==> src/rtl/motor_pkg.sv <==
// Shared definitions for the motor PWM block: FSM encoding and default sizing.
package motor_pkg;

  typedef enum logic {
    ST_RUN  = 1'b0,
    ST_DEAD = 1'b1
  } state_t;

  localparam int PWM_BITS_DEF   = 8;
  localparam int DEAD_TICKS_DEF = 4;

endpackage

==> src/rtl/motor_pwm_rise_detect.sv <==
// Turns the slow divider clock into a one-cycle tick on each rising edge,
// sampled entirely in the fast clock domain.
module rise_detect (
  input  logic clk100MHz,
  input  logic rst_n,
  input  logic clk_div,
  output logic tick
);

  logic clk_div_q;

  always_ff @(posedge clk100MHz) begin
    if (!rst_n) clk_div_q <= 1'b0;
    else        clk_div_q <= clk_div;
  end

  assign tick = clk_div & ~clk_div_q;

endmodule

==> src/rtl/motor_pwm.sv <==
// Motor PWM generator with a one-entry command buffer and a braked dead
// interval whenever the commanded direction reverses.
module motor_pwm
  import motor_pkg::*;
#(
  parameter int PWM_BITS   = PWM_BITS_DEF,
  parameter int DEAD_TICKS = DEAD_TICKS_DEF
) (
  input  logic                clk100MHz,
  input  logic                rst_n,
  input  logic                clk_div,
  input  logic                cmd_valid,
  output logic                cmd_ready,
  input  logic [PWM_BITS-1:0] cmd_duty,
  input  logic                cmd_dir,
  output logic                pwm,
  output logic                dir,
  output logic                brake,
  output logic                period_start
);

  localparam logic [PWM_BITS-1:0] CNT_LAST  = PWM_BITS'((2 ** PWM_BITS) - 2);
  localparam logic [7:0]          DEAD_LAST = 8'(DEAD_TICKS - 1);

  function automatic logic pwm_level(input logic [PWM_BITS-1:0] c,
                                     input logic [PWM_BITS-1:0] d);
    return c < d;
  endfunction

  state_t              state;
  logic [PWM_BITS-1:0] cnt;
  logic [PWM_BITS-1:0] duty_act;
  logic [7:0]          dead_cnt;
  logic                pend_vld;
  logic [PWM_BITS-1:0] pend_duty;
  logic                pend_dir;
  logic [PWM_BITS-1:0] tgt_duty;
  logic                tgt_dir;
  logic                tick;
  logic                accept;
  logic                boundary;
  logic                enter_dead;

  rise_detect u_rise (
    .clk100MHz (clk100MHz),
    .rst_n     (rst_n),
    .clk_div   (clk_div),
    .tick      (tick)
  );

  assign cmd_ready  = ~pend_vld;
  assign accept     = cmd_valid & ~pend_vld;
  assign boundary   = tick & (state == ST_RUN) & (cnt == CNT_LAST);
  assign enter_dead = boundary & pend_vld & (pend_dir != dir);

  // Command payload and reversal target carry no reset; their valid flag
  // and the FSM decide when they are meaningful.
  always_ff @(posedge clk100MHz) begin
    if (accept) begin
      pend_duty <= cmd_duty;
      pend_dir  <= cmd_dir;
    end
    if (enter_dead) begin
      tgt_duty <= pend_duty;
      tgt_dir  <= pend_dir;
    end
  end

  always_ff @(posedge clk100MHz) begin
    if (!rst_n) begin
      state        <= ST_RUN;
      cnt          <= '0;
      duty_act     <= '0;
      dead_cnt     <= '0;
      dir          <= 1'b0;
      pwm          <= 1'b0;
      brake        <= 1'b0;
      period_start <= 1'b0;
      pend_vld     <= 1'b0;
    end else begin
      period_start <= 1'b0;
      if (accept) pend_vld <= 1'b1;
      if (tick) begin
        if (state == ST_RUN) begin
          if (cnt == CNT_LAST) begin
            cnt <= '0;
            if (enter_dead) begin
              state    <= ST_DEAD;
              dead_cnt <= '0;
              pend_vld <= 1'b0;
              pwm      <= 1'b0;
              brake    <= 1'b1;
            end else if (pend_vld) begin
              duty_act     <= pend_duty;
              pend_vld     <= 1'b0;
              pwm          <= pwm_level('0, pend_duty);
              period_start <= 1'b1;
            end else begin
              pwm          <= pwm_level('0, duty_act);
              period_start <= 1'b1;
            end
          end else begin
            cnt <= cnt + 1'b1;
            pwm <= pwm_level(cnt + 1'b1, duty_act);
          end
        end else begin
          // Final dead tick restarts the period in the new direction.
          if (dead_cnt == DEAD_LAST) begin
            state        <= ST_RUN;
            cnt          <= '0;
            dir          <= tgt_dir;
            duty_act     <= tgt_duty;
            brake        <= 1'b0;
            pwm          <= pwm_level('0, tgt_duty);
            period_start <= 1'b1;
          end else begin
            dead_cnt <= dead_cnt + 8'd1;
          end
        end
      end
    end
  end

endmodule

==> config.mk <==
export PLATFORM = sky130hd
export DESIGN_NAME = motor_pwm
export DESIGN_NICKNAME = d
export VERILOG_FILES = /design/src/rtl/motor_pkg.sv /design/src/rtl/motor_pwm_rise_detect.sv /design/src/rtl/motor_pwm.sv
export SDC_FILE = /design/constraint.sdc
export NUM_CORES = 1
export LEC_CHECK = 0
export ABC_CLOCK_PERIOD_IN_PS = 3000
export CORE_ASPECT_RATIO = 2
export CORE_MARGIN = 2
export CORE_UTILIZATION = 25
export CTS_BUF_LIST = sky130_fd_sc_hd__clkbuf_4 sky130_fd_sc_hd__clkbuf_8
export CTS_CLUSTER_SIZE = 28
export DETAILED_ROUTE_END_ITERATION = 8
export PLACE_DENSITY_LB_ADDON = 0.05
export SLEW_MARGIN = 15
export SYNTH_ARGS = -nofsm -noshare
export SYNTH_HDL_FRONTEND = slang
export SYNTH_SLANG_ARGS = --single-unit
==> constraint.sdc <==
create_clock -name clk100MHz -period 3 [get_ports clk100MHz]
set_clock_uncertainty 0.15 [all_clocks]
set_input_delay 0.3 -clock clk100MHz [delete_from_list [all_inputs] [get_ports clk100MHz]]
set_output_delay 0.3 -clock clk100MHz [all_outputs]
set_load 0.01 [all_outputs]
* After elaboration in Yosys (flattened, before gate mapping)
Cells that the tools add are included.
Operators by class: $add $sub $neg 2, $lt $le $gt $ge 4, eq/ne operators 6, mux-type cells 35, bitwise gates (word level) 9, reductions and logical operators 9
Operators by type and width (number):
- $mux 8 | 12
- $lt 1x8->1 const A | 3
- $mux 1 | 23
- $add 8x1->8 const B | 2
- $eq 8x2->1 const B | 1
- $eq 8x8->1 const B | 1
- $lt 8x8->1 | 1
- $reduce_and 4->1 | 2
- $and 1x1->1 | 6
- $reduce_bool 2->1 | 3
- $reduce_and 5->1 | 1
- $ne 2x2->1 const B | 2
- $reduce_and 2->1 | 2
- $not 1->1 | 3
- $reduce_and 3->1 | 1
- $ne 2x1->1 const B | 1
- $ne 1x1->1 | 1
Storage, ports and cells: flip-flop bits (word level) 49, input bits 13, output and inout port bits 5, word-level logic and storage cells 79

* Depth between registers and ports, before layout
depth after elaboration 10, gate-level depth with buffers 10

* Hierarchy
Synthesis repeated with hierarchy kept, for this count alone.
Unflattened totals: cells, all modules 219, area, all modules 2401.1 um^2
Modules (own cells, without submodules):
- motor_pwm | times used 1, cells an instance 216, area each 2361.0 um^2
- rise_detect | times used 1, cells an instance 3, area each 40.0 um^2

* Worst setup path before layout
No wires, ideal clock.
kind register -> register, from reg cnt[0], to reg pwm, library setup time 0.074 ns, arrival time 2.010 ns, data required time 2.776 ns, setup slack 0.766 ns, cell stages (with the launch flop) 11, path buffers 0, clock period less this slack 2.234 ns, path through dfxtp_1 -> ha_1 -> nand3_1 -> nor2_1 -> xor2_1 -> ha_1 -> nand2_1 -> nor2_1 -> a2111oi_0 -> o211ai_1 -> a31oi_1
Between the ends: cells in the longest elaborated chain, start to end 7, elaborated cells between the ends (all ways) 9, those cells by class 1 x add/sub; 1 x order compare; 1 x eq/ne; 3 x mux; 3 x bitwise
Ends and longest elaborated chain:
- from (decl) | RTL line motor_pwm.sv:31 | logic [PWM_BITS-1:0] cnt;
- from (signal assigned) | RTL line motor_pwm.sv:103 | cnt <= cnt + 1'b1;
- branches (longest 5 deep; another with $add 8x1->8)
- $mux 1 * | RTL line motor_pwm.sv:85 | if (cnt == CNT_LAST) begin
- $mux 1 * | RTL line motor_pwm.sv:84 | if (state == ST_RUN) begin
- to (signal assigned) | RTL line motor_pwm.sv:96 | pwm <= pwm_level('0, pend_duty);
- to (signal assigned) | RTL line motor_pwm.sv:99 | pwm <= pwm_level('0, duty_act);
- to (signal assigned) | RTL line motor_pwm.sv:104 | pwm <= pwm_level(cnt + 1'b1, duty_act);
- to (decl) | RTL line motor_pwm.sv:16 | output logic pwm,
Every way passes the cells marked *. A chain may end at the register's enable or synchronous reset.

* Worst setup path after layout
Same ends and word-level chain as after synthesis.

==> results_dict.tcl <==
set metrics [dict create \
    ys_warn_count 0 \
    worst_ep_required_time_ns 3.11 \
    synth_area_per_cell_um2 10.4 \
    h-tree-depth 2 \
    drive_above_1_share_pct 11.8 \
    worst_pin_slew_ns 0.632 \
    clk_pin_slew_ns 0.10 \
    cp.buffers_inverters 0 \
    antenna_cells 0 \
    grt_antenna_before_repair 0 \
    synth.area.top_cells "dfxtp_1 (26%), edfxtp_1 (22%), ha_1 (5.2%)" \
    synth_edf_count 18 \
    crit-reg2reg-launch "cnt[0]$_SDFFE_PN0P_" \
    reg2reg_slack_ns 0.43 \
    synth_cell_types 51 \
    initial_core_util_pct 25.8 \
    fillers 1018 \
    grt_pass1_wl_um 10000 \
    synth-simple-area-share_pct 21.9 \
    cts_tree "built" \
    fin_util_pct 29.5 \
    ys_seq_elements 49 \
    finalCritPeriodShare_pct 85.8 \
    hpwl_um 4660 \
    final_nets 276 \
    synthArstFlopShare_pct 0 \
    synth_xor_area_share_pct 4.34 \
    post_cts_buffers 0 \
    powerDensity_nw_per_um2 435 \
    area_growth_pct 14.3 \
    crit_family "compound AO/OA/AOI/OAI gates" \
    final_hold_viol_count 0 \
    crit_fanout 6 \
    drt_wl_total_um 6150 \
    rows 50 \
    track_usage_pct 13.1 \
    min_from "duty_act[6]$_SDFFE_PN0P_" \
    clock_latency_ns 0.32 \
    synthMuxAreaShare_pct 4.96 \
    clock_path_buffers 2 \
    rsz0062_at_grt "no" \
    synth_top_family_by_area "simple AND/OR/NAND/NOR gates" \
    startpoint_type "flip-flop" \
    cts_hold_buf 0 \
    dr.pass1.iters 4 \
    synth_cells 233 \
    period_minus_slack_ns 2.57 \
    hold_path_class "flip-flop to flip-flop" \
    setup_tns_ns 0 \
    syn_area_um2 2420 \
    vias_per_cell 4.87 \
    setup_violations 0 \
    grt_overflow_total 0 \
    seq_area_um2 1160 \
    gp_congestion 0.774 \
    synth.most_common_cell "dfxtp_1" \
    synth-compound-area-share_pct 11.3 \
    crit_type "flip-flop to flip-flop" \
    critPathSlowestCell "dfxtp_1" \
    status "complete, no violations" \
    holdWs_ns 0.325 \
    critPathCaptureType "flip-flop" \
    multiInputGateArea_um2 1150 \
    yosysTopAreaCell "dfxtp_1" \
    io_buffers 17 \
    crit_path_cell_trace "ha_1, nand3_1, nor2_1, xor2_1, ha_1, nand2_1, nor2_1, a2111oi_0, o211ai_1, a31oi_1" \
    grt_max_degree 34 \
    cts_root_buffer "clkbuf_8" \
    drc_errors 0 \
    wl_per_cell_um 17.2 \
    ctsResizeCount 0 \
    drv_slew 0 \
    arrival_ns 2.68 \
    clock-sinks 49 \
    ys.flop_type "dfxtp_1" \
    io-pin-count 18 \
    max_freq_ghz 0.389 \
    ys_seq_area_share_pct 47.9 \
    hold_path_depth 2 \
    p_leak_nw 0.970 \
    drv_cap 0 \
    synthAdderAreaFrac_pct 5.17 \
    grt_pass1_vias 1875 \
    die_y_um 143 \
    synth.net_count 256 \
    power_w 0.00120 \
    hold_end "duty_act[6]$_SDFFE_PN0P_" \
    r2r-end "pwm$_SDFFE_PN0P_" \
    cts_made_buffers 5 \
    die_area_um2 10500 \
    slowest_delay_ns 0.45 \
    coreArea_um2 9380 \
    peakVddDrop_v 0.000222 \
    max-slew-margin-rel_pct 57.3 \
    yosys-top-cells-count "dfxtp_1 (31), edfxtp_1 (18), nand2_1 (17)" \
    drtIter0Drc 104 \
    synth_top_area_share_pct 25.6 \
    vias 1745 \
    final_antenna_net_count 0 \
    die_w_um 73.6 \
    rr_worst_depth 10 \
]
==> cell families after synthesis <==
logic type	count (synthesis)
simple gates	93
compound gates	39
flops	49
fa+ha+maj	10
mux	11
buf+inv	19
xor+xnor	12
==> how the worst max path moves through the flow <==
stage / from / end / slack [ns] / depth (start not counted)
2_1_floorplan: cnt[0]$_SDFFE_PN0P_ / pwm$_SDFFE_PN0P_ / 0.77 / 10
3_3_place_gp: cnt[0]$_SDFFE_PN0P_ / pwm$_SDFFE_PN0P_ / 0.58 / 10
3_5_place_dp: cnt[0]$_SDFFE_PN0P_ / pwm$_SDFFE_PN0P_ / 0.43 / 10
4_1_cts: cnt[0]$_SDFFE_PN0P_ / pwm$_SDFFE_PN0P_ / 0.43 / 10
5_1_grt: cnt[0]$_SDFFE_PN0P_ / pwm$_SDFFE_PN0P_ / 0.08 / 10
6_report: cnt[0]$_SDFFE_PN0P_ / pwm$_SDFFE_PN0P_ / 0.43 / 10
==> layout by cell type, fill, tap and decap left out, drive strengths merged, types with 5 or more instances in the layout <==
cell           Yosys  final
clkdlybuf4s50      0     17
xor2              10     10
nand2             17     17
edfxtp            18     18
nand4             11     11
mux2               8      8
inv               12     13
nor2              15     15
a22oi              5      5
clkbuf             4      5
a21oi              5      5
ha                10     10
nand3             14     14
nor2b             10     10
dfxtp             31     31
o21ai             14     14
==> area by class of cell <==
cell class | count | area share (%)
Multi-Input combinational cell | 165 | 41.7
Timing Repair Buffer | 20 | 6.96
Clock buffer | 5 | 2.49
Tap cell | 104 | 4.70
Inverter | 12 | 1.63
Sequential cell | 49 | 42.0
Clock inverter | 3 | 0.588
==> worst min-delay path, delay by kind of cell (launching register included) <==
| kind | cells | cell delay (ns) |
|---|---|---|
| AOI/OAI and AO/OA | 1 | 0.05 |
| DFF | 1 | 0.32 |
| and+or+nand+nor | 1 | 0.07 |
==> flip-flops by register name, summed over array words and instances, names as in the netlist, 8 cells and up <==
name,count
cnt,8
dead_cnt,8
duty_act,8
pend_duty,8
tgt_duty,8
==> routing by layer <==
metal  GRT usage, %  vias up  routed length, um
li1               -      886                  -
met1           13.1      827               2310
met2           24.8       22               3550
met3           1.91       10                 97
met4           6.60        0                197
met5              0        -                  0
==> report_power, final <==
part | switching (W) | internal [W] | total, W
clock network | 0.000248 | 0.000163 | 0.000411
logic | 0.0000393 | 0.0000408 | 0.0000802
registers | 0.0000125 | 0.000701 | 0.000713
total | 0.000300 | 0.000904 | 0.00120
==> through the flow <==
stage	std cells	area, um^2	setup WS [ns]
global placement	350	2680	0.575
detailed placement	350	2680	0.427
finish	358	2770	0.427
CTS	358	2770	0.426
floorplan	233	2420	0.766
global route	358	2770	0.0789
Note: power is estimated with default switching activity, not from simulation.
